===== config.mk =====
export PLATFORM = sky130hd
export DESIGN_NAME = reg_scoreboard
export DESIGN_NICKNAME = d
export VERILOG_FILES = /design/src/rtl/reg_scoreboard_pkg.sv /design/src/rtl/reg_scoreboard_sb_entry.sv /design/src/rtl/reg_scoreboard.sv
export SDC_FILE = /design/constraint.sdc
export NUM_CORES = 1
export LEC_CHECK = 0
export CAP_MARGIN = 10
export CORE_MARGIN = 4
export CORE_UTILIZATION = 45
export CTS_CLUSTER_SIZE = 16
export DETAILED_ROUTE_END_ITERATION = 10
export HOLD_SLACK_MARGIN = 0.08
export PLACE_DENSITY = 0.63
export SLEW_MARGIN = 10
export SYNTH_ARGS = -nofsm -noshare
export SYNTH_HDL_FRONTEND = slang
export SYNTH_SLANG_ARGS = --single-unit
export TNS_END_PERCENT = 100

===== constraint.sdc =====
create_clock -name clk -period 11.3 [get_ports clk]
set_input_delay 1.695 -clock clk [delete_from_list [all_inputs] [get_ports clk]]
set_output_delay 1.695 -clock clk [all_outputs]
set_load 0.03 [all_outputs]

===== src/rtl/reg_scoreboard_pkg.sv =====
// Shared scoreboard types: register address, per-register pending entry, widths.
package reg_scoreboard_pkg;

    localparam int unsigned SB_NREG   = 32;
    localparam int unsigned SB_ADDR_W = 5;
    localparam int unsigned SB_LAT_W  = 3;
    localparam int unsigned SB_CNT_W  = 6;

    typedef logic [SB_ADDR_W-1:0] creg_addr_t;

    // is_var marks a variable-latency producer; cnt is the forwarding countdown.
    typedef struct packed {
        logic                busy;
        logic                is_var;
        logic [SB_LAT_W-1:0] cnt;
    } sb_entry_t;

endpackage


===== src/rtl/reg_scoreboard_sb_entry.sv =====
// One register's pending entry: allocate, countdown, writeback clear, flush.
module reg_scoreboard_sb_entry
    import reg_scoreboard_pkg::*;
(
    input  logic                clk,
    input  logic                reset,
    input  logic                flush,
    input  logic                wb_hit,
    input  logic                alloc,
    input  logic [SB_LAT_W-1:0] alloc_lat,
    output sb_entry_t           entry_q,
    output logic                busy_nxt
);

    sb_entry_t entry_d;

    // Lowest priority first so later assignments override.
    always_comb begin
        entry_d = entry_q;
        if (entry_q.busy && !entry_q.is_var && (entry_q.cnt != '0)) begin
            entry_d.cnt = entry_q.cnt - SB_LAT_W'(1);
        end
        if (alloc) begin
            entry_d.busy   = 1'b1;
            entry_d.is_var = (alloc_lat == '0);
            entry_d.cnt    = alloc_lat;
        end
        if (wb_hit) begin
            entry_d = '0;
        end
        if (flush) begin
            entry_d = '0;
        end
    end

    assign busy_nxt = entry_d.busy;

    always_ff @(posedge clk) begin
        if (reset) begin
            entry_q <= '0;
        end else begin
            entry_q <= entry_d;
        end
    end

endmodule


===== src/rtl/reg_scoreboard.sv =====
// Register scoreboard: RAW/WAW issue gating and bypass-ready flags for 31 registers.
// Optional SCOREBOARD_WB_BYPASS_EN: a register under writeback this cycle counts as not busy.
module reg_scoreboard
    import reg_scoreboard_pkg::*;
#(
    parameter int unsigned NREG  = SB_NREG,
    parameter int unsigned LAT_W = SB_LAT_W
) (
    input  logic                clk,
    input  logic                reset,
    input  logic                flush,
    input  logic                issue_valid,
    output logic                issue_ready,
    input  creg_addr_t          src1,
    input  creg_addr_t          src2,
    input  logic                use1,
    input  logic                use2,
    input  creg_addr_t          dst,
    input  logic                dst_we,
    input  logic [LAT_W-1:0]    dst_lat,
    input  logic                wb_valid,
    input  creg_addr_t          wb_addr,
    output logic                fwd1,
    output logic                fwd2,
    output logic [SB_CNT_W-1:0] pending_cnt,
    output logic                idle
);

    logic [NREG-1:0] busy_v;
    logic [NREG-1:0] var_v;
    logic [NREG-1:0] cnt_nz_v;
    logic [NREG-1:0] busy_nxt_v;
    logic [NREG-1:0] wb_byp_v;
    logic [NREG-1:0] eff_busy_v;
    logic            accept;
    logic            blocked1;
    logic            blocked2;
    logic            waw;

    logic [SB_CNT_W-1:0] pending_cnt_d, pending_cnt_q;
    logic                flush_d, flush_q;

    assign busy_v[0]     = 1'b0;
    assign var_v[0]      = 1'b0;
    assign cnt_nz_v[0]   = 1'b0;
    assign busy_nxt_v[0] = 1'b0;

    for (genvar i = 1; i < NREG; i++) begin : g_entry
        sb_entry_t entry;

        reg_scoreboard_sb_entry u_entry (
            .clk       (clk),
            .reset     (reset),
            .flush     (flush),
            .wb_hit    (wb_valid && (wb_addr == SB_ADDR_W'(i))),
            .alloc     (accept && dst_we && (dst == SB_ADDR_W'(i))),
            .alloc_lat (SB_LAT_W'(dst_lat)),
            .entry_q   (entry),
            .busy_nxt  (busy_nxt_v[i])
        );

        assign busy_v[i]   = entry.busy;
        assign var_v[i]    = entry.is_var;
        assign cnt_nz_v[i] = (entry.cnt != '0);
    end

    // Writeback lookthrough mask for the hazard checks.
    always_comb begin
        wb_byp_v = '0;
`ifdef SCOREBOARD_WB_BYPASS_EN
        if (wb_valid) begin
            wb_byp_v[wb_addr] = 1'b1;
        end
`endif
    end

    assign eff_busy_v = busy_v & ~wb_byp_v;

    always_comb begin
        blocked1    = use1 && eff_busy_v[src1] && (var_v[src1] || cnt_nz_v[src1]);
        blocked2    = use2 && eff_busy_v[src2] && (var_v[src2] || cnt_nz_v[src2]);
        fwd1        = use1 && eff_busy_v[src1] && !var_v[src1] && !cnt_nz_v[src1];
        fwd2        = use2 && eff_busy_v[src2] && !var_v[src2] && !cnt_nz_v[src2];
        waw         = dst_we && eff_busy_v[dst];
        issue_ready = !flush && !blocked1 && !blocked2 && !waw;
    end

    assign accept = issue_valid && issue_ready;

    // Busy count tracks the next-state vector so it lines up with the entries.
    always_comb begin
        pending_cnt_d = '0;
        for (int i = 0; i < int'(NREG); i++) begin
            pending_cnt_d = pending_cnt_d + SB_CNT_W'(busy_nxt_v[i]);
        end
        flush_d = flush;
    end

    always_ff @(posedge clk) begin
        if (reset) begin
            pending_cnt_q <= '0;
            flush_q       <= 1'b0;
        end else begin
            pending_cnt_q <= pending_cnt_d;
            flush_q       <= flush_d;
        end
    end

    assign pending_cnt = pending_cnt_q;
    assign idle        = (pending_cnt_q == '0);

    // A stray writeback is only legitimate right after a flush dropped its entry.
    a_wb_busy: assert property (@(posedge clk) disable iff (reset)
        (wb_valid && (wb_addr != '0) && !flush_q) |-> busy_v[wb_addr])
        else $error("reg_scoreboard: writeback to non-busy register %0d", wb_addr);

endmodule


-- Word level (Yosys, flattened, before mapping)
Cells that the tools add are included.
- add/sub/neg operators: 61
- multipliers: 0
- divide/modulo/power cells: 0
- order comparisons: 3
- equality and inequality tests: 62
- shift operators: 0
- multiplexer cells: 138
- bitwise operators: 0
- reduce and logical (&&, ||, !) cells: 274
- operators by type and width (operator ; number):
    5-bit 2-to-1 mux ; 93
    5-bit == test (second input constant) ; 32
    6-bit by 1-bit adder with 6-bit output ; 25
    1-bit logical AND ; 138
    3-bit 2-to-1 mux ; 31
    3-bit nonzero test ; 31
    3-bit OR reduction ; 31
    3-bit by 1-bit subtractor with 3-bit output (second input constant) ; 31
    5-bit by 4-bit == test with 1-bit output (second input constant) ; 16
    2-bit nonzero test ; 31
    5-bit by 3-bit == test with 1-bit output (second input constant) ; 8
    1-bit zero test ; 39
    1-bit binary-select mux with 5-bit select ; 7
    5-bit by 2-bit == test with 1-bit output (second input constant) ; 4
    5-bit by 6-bit less-than comparator with 1-bit output (second input constant) ; 3
    5-bit by 1-bit == test with 1-bit output (second input constant) ; 2
    1-bit 2-to-1 mux ; 7
    5-bit by 1-bit adder with 6-bit output ; 1
    6-bit zero test ; 1
    4-bit by 1-bit adder with 5-bit output ; 1
    3-bit by 1-bit adder with 4-bit output ; 1
    2-bit by 1-bit adder with 3-bit output ; 1
    3-bit zero test ; 1
    1-bit by 1-bit adder with 2-bit output ; 1
    1-bit logical OR ; 2
- flip-flop bits (word level): 161
- latch bits: 0
- bits in writable memories: 0
- bits in read-only memories: 0
- input bits: 31
- output and inout bits: 10
- logic and storage cells: 632
- memories: 0

-- Logic depth before layout (Yosys ltp)
- depth after elaboration: 45
- gate-level depth with buffers: 27
- depth with buffers taken out: 25

-- Hierarchy
Synthesis repeated with hierarchy kept, for this count alone.
- cells, all modules: 1393
- area, all modules: 12241.7 sq um
- by module, submodules not included (module ; times used ; cells an instance ; area an instance (sq um) ; sequential area each (sq um)):
    reg_scoreboard_sb_entry ; 31 ; 30 ; 275.3 ; 100.1
    reg_scoreboard ; 1 ; 463 ; 3708.6 ; 120.1

-- Worst setup path after synthesis
No wires, ideal clock.
- kind: in2reg
- start: in src1[1]
- end: reg pending_cnt_q[4], in the netlist pending_cnt[4]
- library setup time: 124 ps
- arrival time: 8408 ps
- required time: 11176 ps
- setup slack: 2769 ps
- stages on the path: 25
- buffers on the path: 4
- cells stage by stage: buf_2 -> clkbuf_1 -> mux4_2 -> mux4_2 -> o2111a_2 -> a41o_1 -> buf_4 -> buf_6 -> nor4_2 -> o21ai_1 -> fa_1 -> inv_1 -> fa_1 -> fa_1 -> fa_1 -> fa_1 -> inv_1 -> fa_1 -> fa_1 -> fa_1 -> inv_1 -> a21o_1 -> a21oi_1 -> xor2_1 -> nor2_1
- cells in the longest elaborated chain, start to end: 44
- elaborated cells on any way between the ends: 169
- those cells by class: 30 x add/sub; 99 x mux; 40 x reduce/logical
- ends and longest elaborated chain (item ; line ; text):
    start: declaration ; reg_scoreboard.sv:14 ; input creg_addr_t src1,
    1-bit binary-select mux with 5-bit select ; reg_scoreboard.sv:80 ; blocked1 = use1 && eff_busy_v[src1] && (var_v[src1] || cnt_nz_v[src1]);
    1-bit 2-to-1 mux (not written as such) ; reg_scoreboard.sv:80 ;
    1-bit logical AND or 1-bit logical OR (tied branches) ; reg_scoreboard.sv:80 ;
    1-bit logical AND (*) ; reg_scoreboard.sv:80 ;
    1-bit zero test (*) ; reg_scoreboard.sv:85 ; issue_ready = !flush && !blocked1 && !blocked2 && !waw;
    1-bit logical AND (*) (3 in series) ; reg_scoreboard.sv:85 ;
    1-bit logical AND (*) ; reg_scoreboard.sv:88 ; assign accept = issue_valid && issue_ready;
    1-bit logical AND (*) ; reg_scoreboard.sv:56 ; .alloc (accept && dst_we && (dst == SB_ADDR_W'(i))),
    [... 3 more ...] ; n/a ;
    5-bit 2-to-1 mux ; reg_scoreboard_sb_entry.sv:31 ; if (flush) begin
    1-bit by 1-bit adder with 2-bit output ; reg_scoreboard.sv:94 ; pending_cnt_d = pending_cnt_d + SB_CNT_W'(busy_nxt_v[i]);
    2-bit by 1-bit adder with 3-bit output ; reg_scoreboard.sv:94 ;
    3-bit by 1-bit adder with 4-bit output ; reg_scoreboard.sv:94 ;
    4-bit by 1-bit adder with 5-bit output ; reg_scoreboard.sv:94 ;
    5-bit by 1-bit adder with 6-bit output ; reg_scoreboard.sv:94 ;
    6-bit by 1-bit adder with 6-bit output (24 in series) ; reg_scoreboard.sv:94 ;
    6-bit by 1-bit adder with 6-bit output (*) ; reg_scoreboard.sv:94 ;
    end signal: assignment ; reg_scoreboard.sv:104 ; pending_cnt_q <= pending_cnt_d;
    end: declaration ; reg_scoreboard.sv:40 ; logic [SB_CNT_W-1:0] pending_cnt_d, pending_cnt_q;
Mark *: on every way between the ends. The rest lies on a longest branch, timed or not. The select of a mux whose other input is x is not followed.
A chain may end at the register's enable or synchronous reset.

-- Worst setup path after layout
- start: in src1[0]
- end: reg pending_cnt_q[4], in the netlist pending_cnt[4]
Same word-level chain as after synthesis.

==> key figures <==
Routing
  • WL/cell: 23.8 microns
  • DRT iter0 DRCs: about 1,300
  • DRC: 0
  • Drt pass-1 iters: 6
  • DRT antenna net count: 0
  • Routed wire length: around 45,000 microns
  • Vias: 12,400
  • DR vias/cell: 6.54

Global route
  • Initial antenna violation count: 1
  • GRT Util Overall: 28.8%
  • Vias in the first global route: 11,600
  • Wire length of the first global-routing pass: 68,600 microns
  • GR Overflow Total: 0
  • Largest net degree at the start of global routing: 60

Setup path
  • Crit Path Class: in -> reg
  • Worst-path fanout max: 59
  • CP arrival: 10,040 ps
  • R2R depth: 24
  • Critical Path Sink Type: flop
  • Worst setup SP type: input pin
  • Worst R2R Setup Slack: ~3400 ps
  • Worst EP required: 11,620 ps

Synthesis
  • Post-synth ARST share: 0%
  • Synth warn: 0
  • Synth Flop Type: dfxtp_1
  • Top cell type by total area after synthesis: dfxtp_1
  • Register area share after synthesis: 25.8%
  • Post-synthesis instance total: 1,527
  • Post-synth EDFFs: 0
  • Cell variety after synth: 72
  • Largest cells by area after synthesis: dfxtp_1 (26%), ha_1 (6.9%), mux4_2 (6.5%)
  • Synthesized cell area: roughly 0.012 sq mm
  • Register bit total from synthesis: 161
  • Synth Area per Inst: 8.18 sq um
  • Synth top cells by count: dfxtp_1 (161), nor2_1 (156), a21oi_1 (123)
  • Syn_nets: around 1,700
  • Most frequent cell after synthesis: dfxtp_1
  • Top cell type's share of synthesized area: 25.8%

Timing
  • Final hold slack: 509 ps
  • Slew margin rel.: 21.5%
  • Worst slew pin tran: 1170 ps
  • Slack of the critical path: ~1600 ps
  • Final hold violations: 0
  • Number of setup violations in the final report: 0
  • Pins Over Slew Limit: 0
  • RSZ-0062 raised after global routing: no
  • Clk_skew: about 11 ps
  • Max Clk Rate: 103 MHz
  • Total negative slack: 0 ps
  • Post-layout min period: between 9000 and 10,000 ps
  • Period utilization: 86.0%

CTS
  • Root Driver: clkbuf_16
  • Post-CTS Resized: 0
  • CTS Hold Bufs: 0
  • Clock H-tree levels: 4
  • Clock latency on the worst-skew pair: about 440 ps
  • Number of CTS-inserted buffers: 17
  • Clock slew at reported path FFs: 70 ps
  • CTS tree: yes
  • Postcts setup bufs: 0
  • # clock sinks: 161
  • Max clock buf depth: 2

Placement
  • PortBufs: 40
  • DPL Wire Length: 31,900 microns
  • Placer congestion estimate: between 1 and 1.5
  • DP Worst Slack: 1220 ps
  • Cell Area, Placed: 0.0132 sq mm

Finish
  • Net count, final: 1,632
  • Final Cell Area: 0.0137 sq mm
  • Share of post-route cells with drive strength above 1: under 10%
  • Layout area overhead: 9.92%
  • Util after Layout: between 50% and 60%

Floorplan
  • Io pins: 41
  • Core area: 0.0271 sq mm
  • Initial core utilization: between 40% and 50%
  • Die X: roughly 170 microns
  • Cell Rows: 60
  • Die area: approximately 0.03 sq mm
  • Die Ht: around 170 microns

Run
  • Max-cap violations: 0

Power
  • Max IR drop VDD: 71.7 uV
  • Leakage: around 4.6 nW
  • Power Density: ~96 mW/mm^2

Min path
  • Min-Delay Path Depth: 2
  • Worst Hold Class: reg -> reg

Outcome
  • Run status: completed
[layout by cell type, fill, tap and decap left out, types with 14 or more instances in the layout]
cell type          n
xnor2_1           32
a21oi_1          122
nor3_1            54
dfxtp_1          161
nor2_1           155
a21o_1            21
clkbuf_16         17
nand2b_1          19
nand3b_1          31
fa_1              23
ha_1              69
mux2i_1           25
a31oi_1           14
mux4_2            36
nor2b_1           34
nand2_1           84
nor3b_1           29
nand4_1           88
o21a_1            16
nor4_1            17
nand3_1           17
o21ai_0           47
inv_1             94
o31ai_1           81
clkdlybuf4s50_1   40
buf_4             29
[path summary, 6_finish.rpt]
path,start,endpoint
hold / removal,g_entry[26].u_entry.entry_q[3],g_entry[26].u_entry.entry_q[3]
setup / recovery,src1[0],pending_cnt[4]
hold reg to reg,g_entry[26].u_entry.entry_q[3],g_entry[26].u_entry.entry_q[3]
setup reg to reg,g_entry[30].u_entry.entry_q[0],pending_cnt[4]
[area by class of cell]
| class | instances | area, sq um |
|---|---|---|
| fill | 2607 | 13400 |
| timing repair buffer | 69 | 618 |
| inverter | 95 | 357 |
| tap | 372 | 465 |
| multi-input combinational | 1165 | 8500 |
| sequential | 161 | 3220 |
| antenna | 1 | 2.50 |
| clock buffer | 20 | 457 |
| clock inverter | 9 | 109 |
[power breakdown]
| group | leakage (nW) | internal, mW | switching (mW) | total, mW |
|---|---|---|---|---|
| clock network | 0.278 | 0.334 | 0.255 | 0.589 |
| registers | 1.30 | 0.568 | 0.000599 | 0.568 |
| logic | 2.98 | 0.0428 | 0.124 | 0.166 |
| total | 4.56 | 0.945 | 0.379 | 1.32 |
[kinds of logic after synthesis]
kind of cell / Yosys count / synth area share (%)
AND/OR/NAND/NOR: 578 / 24.6
AO/OA/AOI/OAI: 394 / 21.0
adder cells (fa/ha/maj): 92 / 10.6
XOR/XNOR: 34 / 2.38
buffers and inverters: 201 / 6.55
multiplexers: 67 / 9.04
flip-flops: 161 / 25.8
[per-layer routing]
metal	global-route usage (%)	wire length [microns]
met1	39.6	18700
met2	44.1	19400
met3	6.14	4770
met4	12.1	2100
met5	0	0
[state kept, by name, indices dropped and copies added, names as in the netlist]
signal and flops:
g_entry.u_entry.entry_q 155, pending_cnt 6
[critical path, cell delays in order]
cell and delay [ps]:
clkdlybuf4s50_1 1190, buf_4 360, nor2_1 60, a2111oi_0 440, nor3_1 110, a41oi_1 550
a41o_4 770, nor4_1 170, o21ai_0 280, fa_1 500, fa_1 520, inv_1 50
fa_1 560, fa_1 480, fa_1 510, inv_1 40, fa_1 450, fa_1 420
fa_1 410, inv_1 70, a21o_1 100, a21oi_1 70, xor2_1 130, nor2_1 50
[per-stage QoR]
step	power [mW]	std cells
finish	1.32	1892
global route	1.36	1892
CTS	1.32	1891
detailed placement	0.741	1862
global placement	0.740	1862
floorplan	0.679	1527
Note: power is estimated with default switching activity, not from simulation.
